File: config.mk
export PLATFORM = sky130hd
export DESIGN_NAME = ref_buf_sched
export DESIGN_NICKNAME = d
export VERILOG_FILES = /design/src/rtl/ref_buf_sched.sv
export SDC_FILE = /design/constraint.sdc
export NUM_CORES = 1
export LEC_CHECK = 0
export ABC_AREA = 0
export BUFFER_PORTS_ARGS = -buffer_cell sky130_fd_sc_hd__clkbuf_2
export CORE_UTILIZATION = 48
export CTS_CLUSTER_SIZE = 28
export DETAILED_ROUTE_END_ITERATION = 6
export PLACE_DENSITY = 0.71
export SYNTH_ARGS = -nofsm -noshare
export SYNTH_HDL_FRONTEND = slang
export SYNTH_SLANG_ARGS = --single-unit
File: constraint.sdc
create_clock -name clk -period 3.6 [get_ports clk]
set_clock_uncertainty 0.15 [all_clocks]
set_input_delay 0.18 -clock clk [delete_from_list [all_inputs] [get_ports clk]]
set_output_delay 0.18 -clock clk [all_outputs]
set_load 0.02 [all_outputs]
File: src/rtl/ref_buf_sched.sv
// Ping-pong reference-window buffer scheduler: DMA fills one bank while the PE array drains the other.
// Optional PE-side stall counter enabled by defining REF_SCHED_PERF_EN.
module ref_buf_sched #(
  parameter int ROW_NUM = 64,
  parameter int COL_NUM = 32,
  parameter int RW      = 6,
  parameter int CW      = 5
) (
  input  logic          clk,
  input  logic          rst_n,
  input  logic          start,
  input  logic          wr_req,
  output logic          wr_ack,
  output logic          wr_bank,
  output logic [RW-1:0] wr_addr,
  input  logic          pe_ready,
  output logic          rd_en,
  output logic          rd_bank,
  output logic [RW-1:0] rd_addr,
  output logic          strip_start,
  output logic [CW-1:0] col_idx,
  output logic          busy,
  output logic          done,
  output logic [15:0]   stall_cnt
);

  typedef enum logic [1:0] {
    IDLE  = 2'd0,
    PRIME = 2'd1,
    RUN   = 2'd2,
    DONE  = 2'd3
  } state_t;

  localparam logic [RW-1:0] ROW_LAST = RW'(ROW_NUM - 1);
  localparam logic [CW-1:0] COL_LAST = CW'(COL_NUM - 1);
  localparam logic [CW:0]   LOAD_MAX = (CW+1)'(COL_NUM);

  state_t        state_r, state_s;
  logic [CW:0]   load_cnt_r;
  logic [RW-1:0] wr_row_r, rd_row_r;
  logic [CW-1:0] col_cnt_r;
  logic [1:0]    full_r, full_s;
  logic          wr_bank_r, rd_ptr_r;
  logic          done_r;
  logic          wr_ok_s, wr_ack_s, wr_last_s, rd_issue_s, rd_last_s;

  // Write handshake: PRIME only fills bank 0, so the toggle to bank 1 waits for RUN.
  always_comb begin
    wr_ok_s    = (state_r == RUN) || ((state_r == PRIME) && !wr_bank_r);
    wr_ack_s   = wr_req && wr_ok_s && !full_r[wr_bank_r] && (load_cnt_r < LOAD_MAX);
    wr_last_s  = wr_ack_s && (wr_row_r == ROW_LAST);
    rd_issue_s = (state_r == RUN) && full_r[rd_ptr_r] && pe_ready;
    rd_last_s  = rd_issue_s && (rd_row_r == ROW_LAST);
  end

  // Bank full flags: writer sets, reader clears; the two always target opposite banks.
  always_comb begin
    full_s = full_r;
    if (wr_last_s) begin
      full_s[wr_bank_r] = 1'b1;
    end else begin
      full_s = full_s;
    end
    if (rd_last_s) begin
      full_s[rd_ptr_r] = 1'b0;
    end else begin
      full_s = full_s;
    end
  end

  // Next-state logic.
  always_comb begin
    state_s = state_r;
    case (state_r)
      IDLE: begin
        if (start) begin
          state_s = PRIME;
        end else begin
          state_s = IDLE;
        end
      end
      PRIME: begin
        if (full_r[0]) begin
          state_s = RUN;
        end else begin
          state_s = PRIME;
        end
      end
      RUN: begin
        if (rd_last_s && (col_cnt_r == COL_LAST)) begin
          state_s = DONE;
        end else begin
          state_s = RUN;
        end
      end
      DONE:    state_s = IDLE;
      default: state_s = IDLE;
    endcase
  end

  // State register.
  always_ff @(posedge clk or negedge rst_n) begin
    if (!rst_n) begin
      state_r <= IDLE;
    end else begin
      state_r <= state_s;
    end
  end

  // Write/read pointers, bank flags and registered read-side outputs.
  always_ff @(posedge clk or negedge rst_n) begin
    if (!rst_n) begin
      load_cnt_r  <= '0;
      wr_row_r    <= '0;
      rd_row_r    <= '0;
      col_cnt_r   <= '0;
      full_r      <= 2'b00;
      wr_bank_r   <= 1'b0;
      rd_ptr_r    <= 1'b0;
      rd_en       <= 1'b0;
      rd_bank     <= 1'b0;
      rd_addr     <= '0;
      strip_start <= 1'b0;
      col_idx     <= '0;
    end else if (state_r == IDLE) begin
      load_cnt_r  <= '0;
      wr_row_r    <= '0;
      rd_row_r    <= '0;
      col_cnt_r   <= '0;
      full_r      <= 2'b00;
      wr_bank_r   <= 1'b0;
      rd_ptr_r    <= 1'b0;
      rd_en       <= 1'b0;
      rd_bank     <= 1'b0;
      rd_addr     <= '0;
      strip_start <= 1'b0;
      col_idx     <= '0;
    end else begin
      full_r      <= full_s;
      rd_en       <= rd_issue_s;
      strip_start <= rd_issue_s && (rd_row_r == '0);
      if (wr_last_s) begin
        wr_row_r   <= '0;
        wr_bank_r  <= ~wr_bank_r;
        load_cnt_r <= load_cnt_r + 1'b1;
      end else if (wr_ack_s) begin
        wr_row_r <= wr_row_r + 1'b1;
      end
      // Read outputs keep their last value across stalls.
      if (rd_issue_s) begin
        rd_addr <= rd_row_r;
        rd_bank <= rd_ptr_r;
        col_idx <= col_cnt_r;
        if (rd_last_s) begin
          rd_row_r <= '0;
          rd_ptr_r <= ~rd_ptr_r;
          if (col_cnt_r != COL_LAST) begin
            col_cnt_r <= col_cnt_r + 1'b1;
          end
        end else begin
          rd_row_r <= rd_row_r + 1'b1;
        end
      end
    end
  end

  // Completion pulse lands one cycle after the final read strobe.
  always_ff @(posedge clk or negedge rst_n) begin
    if (!rst_n) begin
      done_r <= 1'b0;
    end else begin
      done_r <= (state_r == DONE);
    end
  end

  assign wr_ack  = wr_ack_s;
  assign wr_bank = wr_bank_r;
  assign wr_addr = wr_row_r;
  assign busy    = (state_r != IDLE);
  assign done    = done_r;

`ifdef REF_SCHED_PERF_EN
  logic [15:0] stall_cnt_r;

  // Saturating count of RUN cycles that produce no read strobe.
  always_ff @(posedge clk or negedge rst_n) begin
    if (!rst_n) begin
      stall_cnt_r <= 16'h0000;
    end else if ((state_r == IDLE) && start) begin
      stall_cnt_r <= 16'h0000;
    end else if ((state_r == RUN) && !rd_issue_s && (stall_cnt_r != 16'hFFFF)) begin
      stall_cnt_r <= stall_cnt_r + 16'h0001;
    end
  end

  assign stall_cnt = stall_cnt_r;
`else
  assign stall_cnt = 16'h0000;
`endif

endmodule

==> impl_metrics.yaml <==
outcome:
  outcome: "complete, but fails checks"
  failed_checks: "design-rule violations"
yosys:
  syn_avg_cell_area_um2: 9.71
  yosysWarnings: 0
  synthFlopType: "dfrtp_1"
  synth_enable_flop_cells: 0
  yosysUniqueCellTypes: 45
  syn_inst: 235
  syn_area_um2: 2280
  ys_ff_latch: 44
  synthArstFlopShare_pct: 100
  seq_area_frac_synth_pct: 48.2
die:
  die_w_um: 71.0
  start_util_pct: 51.0
  rows: 24
  core_um2: 4470
  dieArea_um2: 5030
  die_h_um: 71.0
  pin_count: 45
worst_setup_path:
  critPathKind: "flip-flop to flip-flop"
  reg2reg_from: "col_cnt_r[0]"
  path_buf_inv: 0
  critPathArrivalTime_ns: 2.23
  r2r-end: "col_cnt_r[2]"
  slowest_delay_ns: 0.42
  critPathMaxFanout: 6
  path_cells: "ha_1, and3_1, ha_1, and4b_1, and4_2, a21oi_1, a31o_2"
  slowest_stage: "dfrtp_1"
  cp_top_family: "simple AND/OR/NAND/NOR gates"
  cp_common_cell: "ha_1"
  worstPathRequired_ns: 3.63
  endpoint_kind: "flip-flop"
  worstRegToRegCells: 7
  r2r_slack_ns: 1.40
  crit_path_start_kind: "flip-flop"
clock_network:
  clock_latency_ns: 0.29
  post_cts_buffers: 0
  cts-buffers-inserted: 5
  cts_tree: "built"
  cts-root-buf: "clkbuf_8"
  htreeDepth: 2
  cts_sinks: 44
  clockBufferDepth: 2
  clk_pin_slew_worst_paths_ns: 0.08
sta:
  hold_viol_final: 0
  holdWs_ns: 0.0436
  final.setup.tns_ns: 0
  slew_headroom_pct: 28.9
  post-route-period-util_pct: 61.1
  setup_viol: 0
  max_freq_mhz: 454
  rsz0062_at_grt: "no"
  period_needed_ns: 2.20
  slew_viol_final: 0
  tightest_slew_ns: 1.07
drt:
  drt_iter0_markers: 148
  wl_per_cell_um: 13.8
  drc_errors: 3
  ant_nets: 0
  via_count: 1728
  routed_wl_um: 4310
  via_per_inst: 5.54
  first_pass_iters: 6
pwr:
  power_density_nw_per_um2: 500
  p_leak_nw: 1.21
  ir_drop_mv: 0.378
  p_total_mw: 1.22
global_routing:
  gr-total-overflow: 0
  grt_pass1_wl_um: 7620
  grt_pass1_vias: 1658
  track_usage_pct: 19.2
  busiest_layer: "met2"
  antenna_found_initial: 0
  use_met3_pct: 3.99
  globalRouteMet2Util_pct: 32.3
  grt_max_degree: 45
  met1_usage_pct: 24.8
worst_hold_path:
  min_delay_worst_endpoint: "state_r[0]"
  hold_path.startpoint: "start"
  hold_path.class: "primary input to flip-flop"
  hold_depth: 3
placement:
  placed_area_um2: 2360
  finalWeightedCongestion: 0.752
  port_buffers: 28
  dpl.hpwl_um: 2920
  dp_cells: 304
layout:
  area_growth_pct: 7.13
  drive_gt1_share_pct: 17.3
  stdcell_area_um2: 2440
  fin_nets: 271
  n_antenna_cell: 0
  fin_cells: 312
run:
  max_cap_viol_count: 0
==> tightest hold or removal path: cells and delay by family <==
kind            cells  cell delay (ns)
buf+inv             1             0.08
mux                 1             0.06
compound gates      1             0.11
==> power by group <==
| part | internal [mW] | switching, mW |
|---|---|---|
| sequential | 0.545 | 0.0639 |
| clock | 0.132 | 0.157 |
| combinational | 0.114 | 0.211 |
==> layer usage <==
layer / wire length [µm] / share of wire (%) / vias to the layer above
li1: - / - / 847
met1: 2030 / 47 / 833
met2: 2070 / 48 / 43
met3: 173 / 4.0 / 5
met4: 40 / 0.93 / 0
met5: 0 / 0 / -
==> repair_timing <==
| action | CTS | global route |
|---|---|---|
| gates resized for setup | 0 | 0 |
| hold buffers | 1 | 0 |
| endpoints found under the setup margin | 0 | 0 |
| hold endpoints to repair | 44 | 0 |
==> flip-flops by register name, summed over array words and instances (netlist names), named ones only <==
signal       flops
load_cnt_r       6
rd_addr          6
rd_row_r         6
wr_addr          6
col_cnt_r        5
col_idx          5
full_r           2
done             1
rd_bank          1
rd_en            1
rd_ptr_r         1
state_r          1
strip_start      1
wr_bank          1
==> worst max-delay path by stage <==
stage          slack, ns  cells past startpoint         start           end
3_5_place_dp        1.41                      5    state_r[0]       rd_bank
6_report            1.40                      7  col_cnt_r[0]  col_cnt_r[2]
2_1_floorplan       1.43                      8  col_cnt_r[0]  col_cnt_r[2]
3_3_place_gp        1.48                      7  col_cnt_r[0]  col_cnt_r[2]
4_1_cts             1.41                      7  col_cnt_r[0]  col_cnt_r[2]
5_1_grt             1.18                      5    state_r[0]   rd_row_r[0]
==> area by class of cell <==
| cell class | count | area, µm² |
|---|---|---|
| Timing Repair Buffer | 31 | 165 |
| Inverter | 8 | 30.0 |
| Sequential cell | 44 | 1100 |
| Tap cell | 52 | 65.1 |
| Fill cell | 411 | 2030 |
| Clock buffer | 6 | 72.6 |
| Clock inverter | 1 | 5.00 |
| Multi-Input combinational cell | 170 | 1010 |
==> layout by cell type (no fill, tap or decap), drive strengths merged, types with 3 or more instances in the layout <==
cell type / synthesis / layout
conb: 1 / 16
nor2: 7 / 7
a31oi: 4 / 4
or4: 5 / 5
dfrtp: 44 / 44
o31ai: 7 / 7
nand4: 3 / 3
clkbuf: 5 / 34
o21ai: 7 / 7
and4: 4 / 4
ha: 6 / 6
nand2: 34 / 34
nand3: 22 / 22
a21oi: 16 / 16
inv: 8 / 8
or3: 4 / 4
mux2i: 3 / 3
o211ai: 3 / 3
xor2: 4 / 4
nor2b: 3 / 3
and2: 3 / 3
==> Yosys cell counts, drive strengths merged (3+ instances only) <==
| master | instances | area, µm² |
|---|---|---|
| xor2 | 4 | 35.0 |
| or3 | 4 | 25.0 |
| nand4 | 3 | 33.8 |
| dfrtp | 44 | 1100 |
| nand2 | 34 | 128 |
| o211ai | 3 | 22.5 |
| o21ai | 7 | 35.0 |
| or4 | 5 | 37.5 |
| inv | 8 | 30.0 |
| nand3 | 22 | 110 |
| o31ai | 7 | 52.6 |
| mux2i | 3 | 30.0 |
| and4 | 4 | 37.5 |
| a31oi | 4 | 25.0 |
| a21oi | 16 | 80.1 |
| buf | 23 | 173 |
| nor2 | 7 | 26.3 |
| ha | 6 | 75.1 |
| clkbuf | 5 | 28.8 |
| nor2b | 3 | 18.8 |
| and2 | 3 | 20.0 |
==> per-stage QoR <==
stage,utilization (%),setup WS (ns)
after floorplan,-,1.43
after global placement,52.7,1.48
after detailed placement,52.7,1.41
after CTS,54.6,1.41
after global routing,54.6,1.18
final,54.6,1.40
==> cell families after synthesis <==
family                   Yosys count  share of synthesized area [%]
flip-flops                        44                           48.2
XOR/XNOR                           6                           2.30
multiplexers                       4                           1.97
AND/OR/NAND/NOR                   96                           22.6
buffers and inverters             36                           10.1
adder cells (fa/ha/maj)            6                           3.29
other                              1                          0.164
AO/OA/AOI/OAI                     42                           11.2
(Power assumes the default switching activity.)
